<file path="src/rtl/morse_symbol_decoder.sv">
// morse_symbol_decoder
//   Debounces a raw Morse key, classifies each press as dot or dash, groups
//   elements into a symbol ended by a long release gap, and decodes the
//   symbol to a hex digit for the display shift stage.
//
// Ports
//   clk    system clock, rising edge
//   rst_n  asynchronous active-low reset
//   key    raw key, active-high, asynchronous, bouncy
//   code   hex value of the last valid symbol (held until the next one)
//   flag   one-cycle strobe: code is new this cycle
//   err    one-cycle strobe: the symbol just ended was not a legal pattern
//   elems  elements accumulated in the current symbol (0-5)
//   busy   symbol in progress (PRESS or GAP)
module morse_symbol_decoder #(
  parameter int DEBOUNCE_CYC   = 100000,
  parameter int DOT_MAX_CYC    = 20000000,
  parameter int LETTER_GAP_CYC = 50000000
) (
  input  logic       clk,
  input  logic       rst_n,
  input  logic       key,
  output logic [3:0] code,
  output logic       flag,
  output logic       err,
  output logic [2:0] elems,
  output logic       busy
);

  localparam int DB_W = $clog2(DEBOUNCE_CYC + 1);
  localparam int PR_W = $clog2(DOT_MAX_CYC + 1);
  localparam int GP_W = $clog2(LETTER_GAP_CYC + 1);

  localparam logic [DB_W-1:0] DB_LAST  = DB_W'(DEBOUNCE_CYC - 1);
  localparam logic [PR_W-1:0] DOT_MAX  = PR_W'(DOT_MAX_CYC);
  localparam logic [GP_W-1:0] GAP_LAST = GP_W'(LETTER_GAP_CYC - 1);

  localparam logic [1:0] S_IDLE  = 2'd0;
  localparam logic [1:0] S_PRESS = 2'd1;
  localparam logic [1:0] S_GAP   = 2'd2;
  localparam logic [1:0] S_EMIT  = 2'd3;

  // Returns {valid, hex}. Patterns shorter than five elements keep their
  // unused upper bits at zero, so the length plus the pattern is unique.
  function automatic logic [4:0] decode(input logic [2:0] n, input logic [4:0] p);
    case ({n, p})
      {3'd5, 5'b11111}: decode = {1'b1, 4'h0};
      {3'd5, 5'b01111}: decode = {1'b1, 4'h1};
      {3'd5, 5'b00111}: decode = {1'b1, 4'h2};
      {3'd5, 5'b00011}: decode = {1'b1, 4'h3};
      {3'd5, 5'b00001}: decode = {1'b1, 4'h4};
      {3'd5, 5'b00000}: decode = {1'b1, 4'h5};
      {3'd5, 5'b10000}: decode = {1'b1, 4'h6};
      {3'd5, 5'b11000}: decode = {1'b1, 4'h7};
      {3'd5, 5'b11100}: decode = {1'b1, 4'h8};
      {3'd5, 5'b11110}: decode = {1'b1, 4'h9};
      {3'd2, 5'b00001}: decode = {1'b1, 4'hA};
      {3'd4, 5'b01000}: decode = {1'b1, 4'hB};
      {3'd4, 5'b01010}: decode = {1'b1, 4'hC};
      {3'd3, 5'b00100}: decode = {1'b1, 4'hD};
      {3'd1, 5'b00000}: decode = {1'b1, 4'hE};
      {3'd4, 5'b00010}: decode = {1'b1, 4'hF};
      default:          decode = {1'b0, 4'h0};
    endcase
  endfunction

  logic            key_p0, key_p1;
  logic [DB_W-1:0] db_cnt;
  logic            kd;
  logic [1:0]      state;
  logic [PR_W-1:0] press_cnt;
  logic [GP_W-1:0] gap_cnt;
  logic [4:0]      pat;
  logic [2:0]      len;
  logic            ovf;
  logic [4:0]      dec;

  assign dec   = decode(len, pat);
  assign elems = len;
  assign busy  = (state == S_PRESS) || (state == S_GAP);

  // Stage p0/p1: two-flop synchroniser for the asynchronous key
  always_ff @(posedge clk or negedge rst_n) begin
    if (!rst_n) begin
      key_p0 <= 1'b0;
      key_p1 <= 1'b0;
    end else begin
      key_p0 <= key;
      key_p1 <= key_p0;
    end
  end

  // Debounce: kd flips only after key_p1 has disagreed for DEBOUNCE_CYC cycles
  always_ff @(posedge clk or negedge rst_n) begin
    if (!rst_n) begin
      db_cnt <= '0;
      kd     <= 1'b0;
    end else if (key_p1 != kd) begin
      if (db_cnt == DB_LAST) begin
        kd     <= key_p1;
        db_cnt <= '0;
      end else begin
        db_cnt <= db_cnt + 1'b1;
      end
    end else begin
      db_cnt <= '0;
    end
  end

  // Symbol FSM, element accumulation and registered outputs
  always_ff @(posedge clk or negedge rst_n) begin
    if (!rst_n) begin
      state     <= S_IDLE;
      press_cnt <= '0;
      gap_cnt   <= '0;
      pat       <= '0;
      len       <= '0;
      ovf       <= 1'b0;
      code      <= '0;
      flag      <= 1'b0;
      err       <= 1'b0;
    end else begin
      flag <= 1'b0;
      err  <= 1'b0;
      case (state)
        S_IDLE: begin
          // Level test: a key still held after EMIT starts the next symbol.
          // The cycle seen here is the first high cycle of the press.
          if (kd) begin
            state     <= S_PRESS;
            press_cnt <= PR_W'(1);
          end
        end
        S_PRESS: begin
          if (!kd) begin
            state   <= S_GAP;
            gap_cnt <= GP_W'(1);
            if (len == 3'd5) begin
              ovf <= 1'b1;
            end else begin
              pat <= {pat[3:0], (press_cnt >= DOT_MAX)};
              len <= len + 1'b1;
            end
          end else if (press_cnt != DOT_MAX) begin
            press_cnt <= press_cnt + 1'b1;
          end
        end
        S_GAP: begin
          // A new press wins over the timeout on the last gap cycle.
          if (kd) begin
            state     <= S_PRESS;
            press_cnt <= PR_W'(1);
            gap_cnt   <= '0;
          end else begin
            gap_cnt <= gap_cnt + 1'b1;
            if (gap_cnt == GAP_LAST) begin
              state <= S_EMIT;
            end
          end
        end
        default: begin
          if (dec[4] && !ovf) begin
            flag <= 1'b1;
            code <= dec[3:0];
          end else begin
            err <= 1'b1;
          end
          pat       <= '0;
          len       <= '0;
          ovf       <= 1'b0;
          press_cnt <= '0;
          gap_cnt   <= '0;
          state     <= S_IDLE;
        end
      endcase
    end
  end

endmodule

</file>
<file path="config.mk">
export PLATFORM = sky130hd
export DESIGN_NAME = morse_symbol_decoder
export DESIGN_NICKNAME = d
export VERILOG_FILES = /design/src/rtl/morse_symbol_decoder.sv
export SDC_FILE = /design/constraint.sdc
export NUM_CORES = 1
export LEC_CHECK = 0
export CAP_MARGIN = 20
export CORE_MARGIN = 2
export CORE_UTILIZATION = 50
export DETAILED_ROUTE_END_ITERATION = 12
export PLACE_DENSITY = 0.78
export SYNTH_ARGS = -nofsm -noshare
export SYNTH_HDL_FRONTEND = slang
export SYNTH_SLANG_ARGS = --single-unit
</file>
<file path="constraint.sdc">
create_clock -name clk -period 3.4 [get_ports clk]
set_input_delay 0.68 -clock clk [delete_from_list [all_inputs] [get_ports clk]]
set_output_delay 0.68 -clock clk [all_outputs]
set_load 0.02 [all_outputs]
</file>
==> flow_metrics.py <==
metrics = {
    "status": {
        "status": "finished, final reports clean",
    },
    "sta": {
        "max_slew_margin": 0.298,
        "tns_ns": 0,
        "setup_viol": 0,
        "fin_crit_ns": 2.75,
        "fmaxAchievable_mhz": 364,
        "finalHoldViolCount": 0,
        "skew_ns": 0.0114,
        "slew_violations": 0,
        "max_slew.worst_pin.slew_ns": 1.05,
        "rsz0062_at_grt": "false",
        "fin_crit_sh": 0.808,
    },
    "floorplanning": {
        "die_h_um": 104,
        "core_area_mm2": 0.00973,
        "chipWidth_um": 104,
        "rows": 36,
        "start_util": 0.511,
        "ios": 13,
        "die-area_mm2": 0.0108,
    },
    "global_route": {
        "grt_antenna_before_repair": 0,
        "grt_pass1_vias": 3894,
        "grt_max_degree": 51,
        "grt.total_usage": 0.197,
        "grt-ovfl-total": 0,
        "grt_pass1_wl_um": 18000,
    },
    "worst_setup_path": {
        "required_ns": 3.69,
        "cpMaxStageDelayCell": "nor3_1",
        "path_delay_family": "simple AND/OR/NAND/NOR gates",
        "crit_arrival_ns": 3.04,
        "crit_start": "state[1]$_DFFE_PN0P_",
        "end_kind": "flop",
        "slowest_delay_ns": 0.55,
        "critPathMaxFanout": 26,
        "cp_cell_sequence": "inv_1, ha_1, nor3_1, nor2_1, a41o_2, or4_1, a21oi_1",
        "start_kind": "flop",
        "crit_buf_inv": 1,
        "worstSetupPathType": "flop to flop",
        "r2r-start": "state[1]$_DFFE_PN0P_",
    },
    "layout": {
        "post-route-util": 0.560,
        "ff_latch_area_mm2": 0.00220,
        "nets": 569,
        "fillCellCount": 864,
        "layout-drive-gt1-share": 0.0608,
        "num_antenna_cells": 0,
        "multiInputGateArea_mm2": 0.00259,
        "area_growth_pct": 9.59,
    },
    "detailed_routing": {
        "dr.pass1.iters": 6,
        "drc_errors": 0,
        "vias": 4053,
        "via_per_inst": 5.86,
        "antenna_left": 0,
        "drt_first_iter_violations": 227,
        "routed_wl_um": 10200,
        "wire_per_inst_um": 14.8,
    },
    "cts": {
        "hold_buffers": 0,
        "cts_tree": "yes",
        "cts_root_buf": "clkbuf_8",
        "cts.htree.levels": 3,
        "postCtsSetupRepairBufs": 0,
        "cts_buffers": 9,
        "clk_path_buf_depth": 2,
        "insertion_delay_ns": 0.36,
        "cts_resized": 0,
        "path_clk_slew_ns": 0.08,
        "clock-sinks": 88,
    },
    "run": {
        "cap_violations": 0,
    },
    "pwr": {
        "ir_drop_uv": 226,
        "powerDensity_mw_per_mm2": 374,
        "p_leak_nw": 2.27,
    },
    "yosys": {
        "synth_edf_count": 0,
        "ys_seq_elements": 88,
        "syn_nets": 567,
        "synth.cell_area_mm2": 0.00497,
        "synth_ff_type": "dfrtp_1",
        "async_reset_ff_frac": 1.00,
        "yosysSeqAreaShare": 0.443,
        "ys_types": 59,
        "syn_inst": 553,
        "synth_area_per_cell_um2": 8.99,
        "ys_warn_count": 0,
    },
    "placed_design": {
        "place_congestion": 0.860,
        "io_buffers": 12,
        "dp_hpwl_um": 6980,
    },
    "hold_path": {
        "hold_path_class": "input pin to async pin",
    },
}
==> metrics by stage <==
step	cells	setup WS, ns	hold WS [ns]	total power, mW	area (um^2)
after global routing	692	0.445	0.378	2.10	5450
after global placement	677	0.808	0.343	1.11	5180
final	692	0.652	0.341	2.04	5450
after detailed placement	677	0.706	0.348	1.11	5180
after CTS	692	0.694	0.366	2.06	5450
after floorplan	553	1.20	0.331	1.08	4970
==> cells in the mapped netlist (5+ instances only) <==
master	number	area, um^2
nand3_1	22	110
nand4_1	16	100
nand2_1	51	191
dfrtp_1	88	2200
nand2b_1	9	56.3
or4_1	5	37.5
a21oi_1	15	75.1
xnor2_1	24	210
o31ai_1	16	120
nor2_1	74	278
nor3_1	11	55.1
xor2_1	15	131
and4_1	7	61.3
nor4_1	13	81.3
or3_1	5	31.3
clkbuf_1	22	82.6
ha_1	11	138
a31oi_1	11	68.8
inv_1	15	56.3
o41ai_1	5	43.8
o21ai_0	42	210
and3_1	9	56.3
==> state kept, by name, indices dropped and copies added, names as in the netlist <==
name       cells
gap_cnt       26
press_cnt     25
db_cnt        17
pat            5
code           4
elems          3
state          2
err            1
flag           1
kd             1
key_p0         1
key_p1         1
ovf            1
==> path summary, 6_finish.rpt <==
| path | endpoint | slack (ns) | cells after the start |
|---|---|---|---|
| max in group asynchronous | err$_DFF_PN0_ | 2.32 | 2 |
| setup / recovery | press_cnt[16]$_DFFE_PN0P_ | 0.65 | 7 |
| setup reg to reg | press_cnt[16]$_DFFE_PN0P_ | 0.65 | 7 |
| min in group clk | key_p1$_DFF_PN0_ | 0.36 | 0 |
| hold / removal | code[3]$_DFFE_PN0P_ | 0.34 | 1 |
| hold reg to reg | key_p1$_DFF_PN0_ | 0.36 | 0 |
==> final cells by class <==
cell class	instances	area share
Multi-Input combinational cell	423	0.476
Sequential cell	88	0.404
Tap cell	133	0.0305
Timing Repair Buffer	18	0.0299
Clock buffer	10	0.0253
Clock inverter	5	0.0237
Inverter	15	0.0103
==> power by group <==
part           switching (mW)  internal [mW]
registers             0.00393           1.05
logic                  0.0262        0.00640
clock network           0.372          0.580
==> cell usage in the layout, fill, tap and decap left out, types with 7 or more instances in the layout <==
cell type,instances
a21oi_1,15
a31oi_1,11
and3_1,9
and4_1,7
buf_4,7
clkbuf_8,10
clkdlybuf4s50_1,11
dfrtp_1,88
ha_1,11
inv_1,15
nand2_1,51
nand2b_1,9
nand3_1,22
nand4_1,16
nor2_1,74
nor3_1,11
nor4_1,13
o21ai_0,42
o31ai_1,16
xnor2_1,24
xor2_1,15
==> cells by family after synthesis <==
group / count (synthesis) / share of synthesized area
AND/OR/NAND/NOR: 252 / 0.263
AO/OA/AOI/OAI: 116 / 0.151
flip-flops: 88 / 0.443
buffers and inverters: 42 / 0.0352
XOR/XNOR: 39 / 0.0687
adder cells (fa/ha/maj): 11 / 0.0277
multiplexers: 5 / 0.0111
==> routing by layer <==
metal	global-route usage	routed length [um]	vias up
met2	0.327	4880	69
met4	0.0695	139	0
met5	0	0	-
met1	0.264	4890	1969
met3	0.0308	340	11
li1	-	-	2004
(Power assumes the default switching activity.)
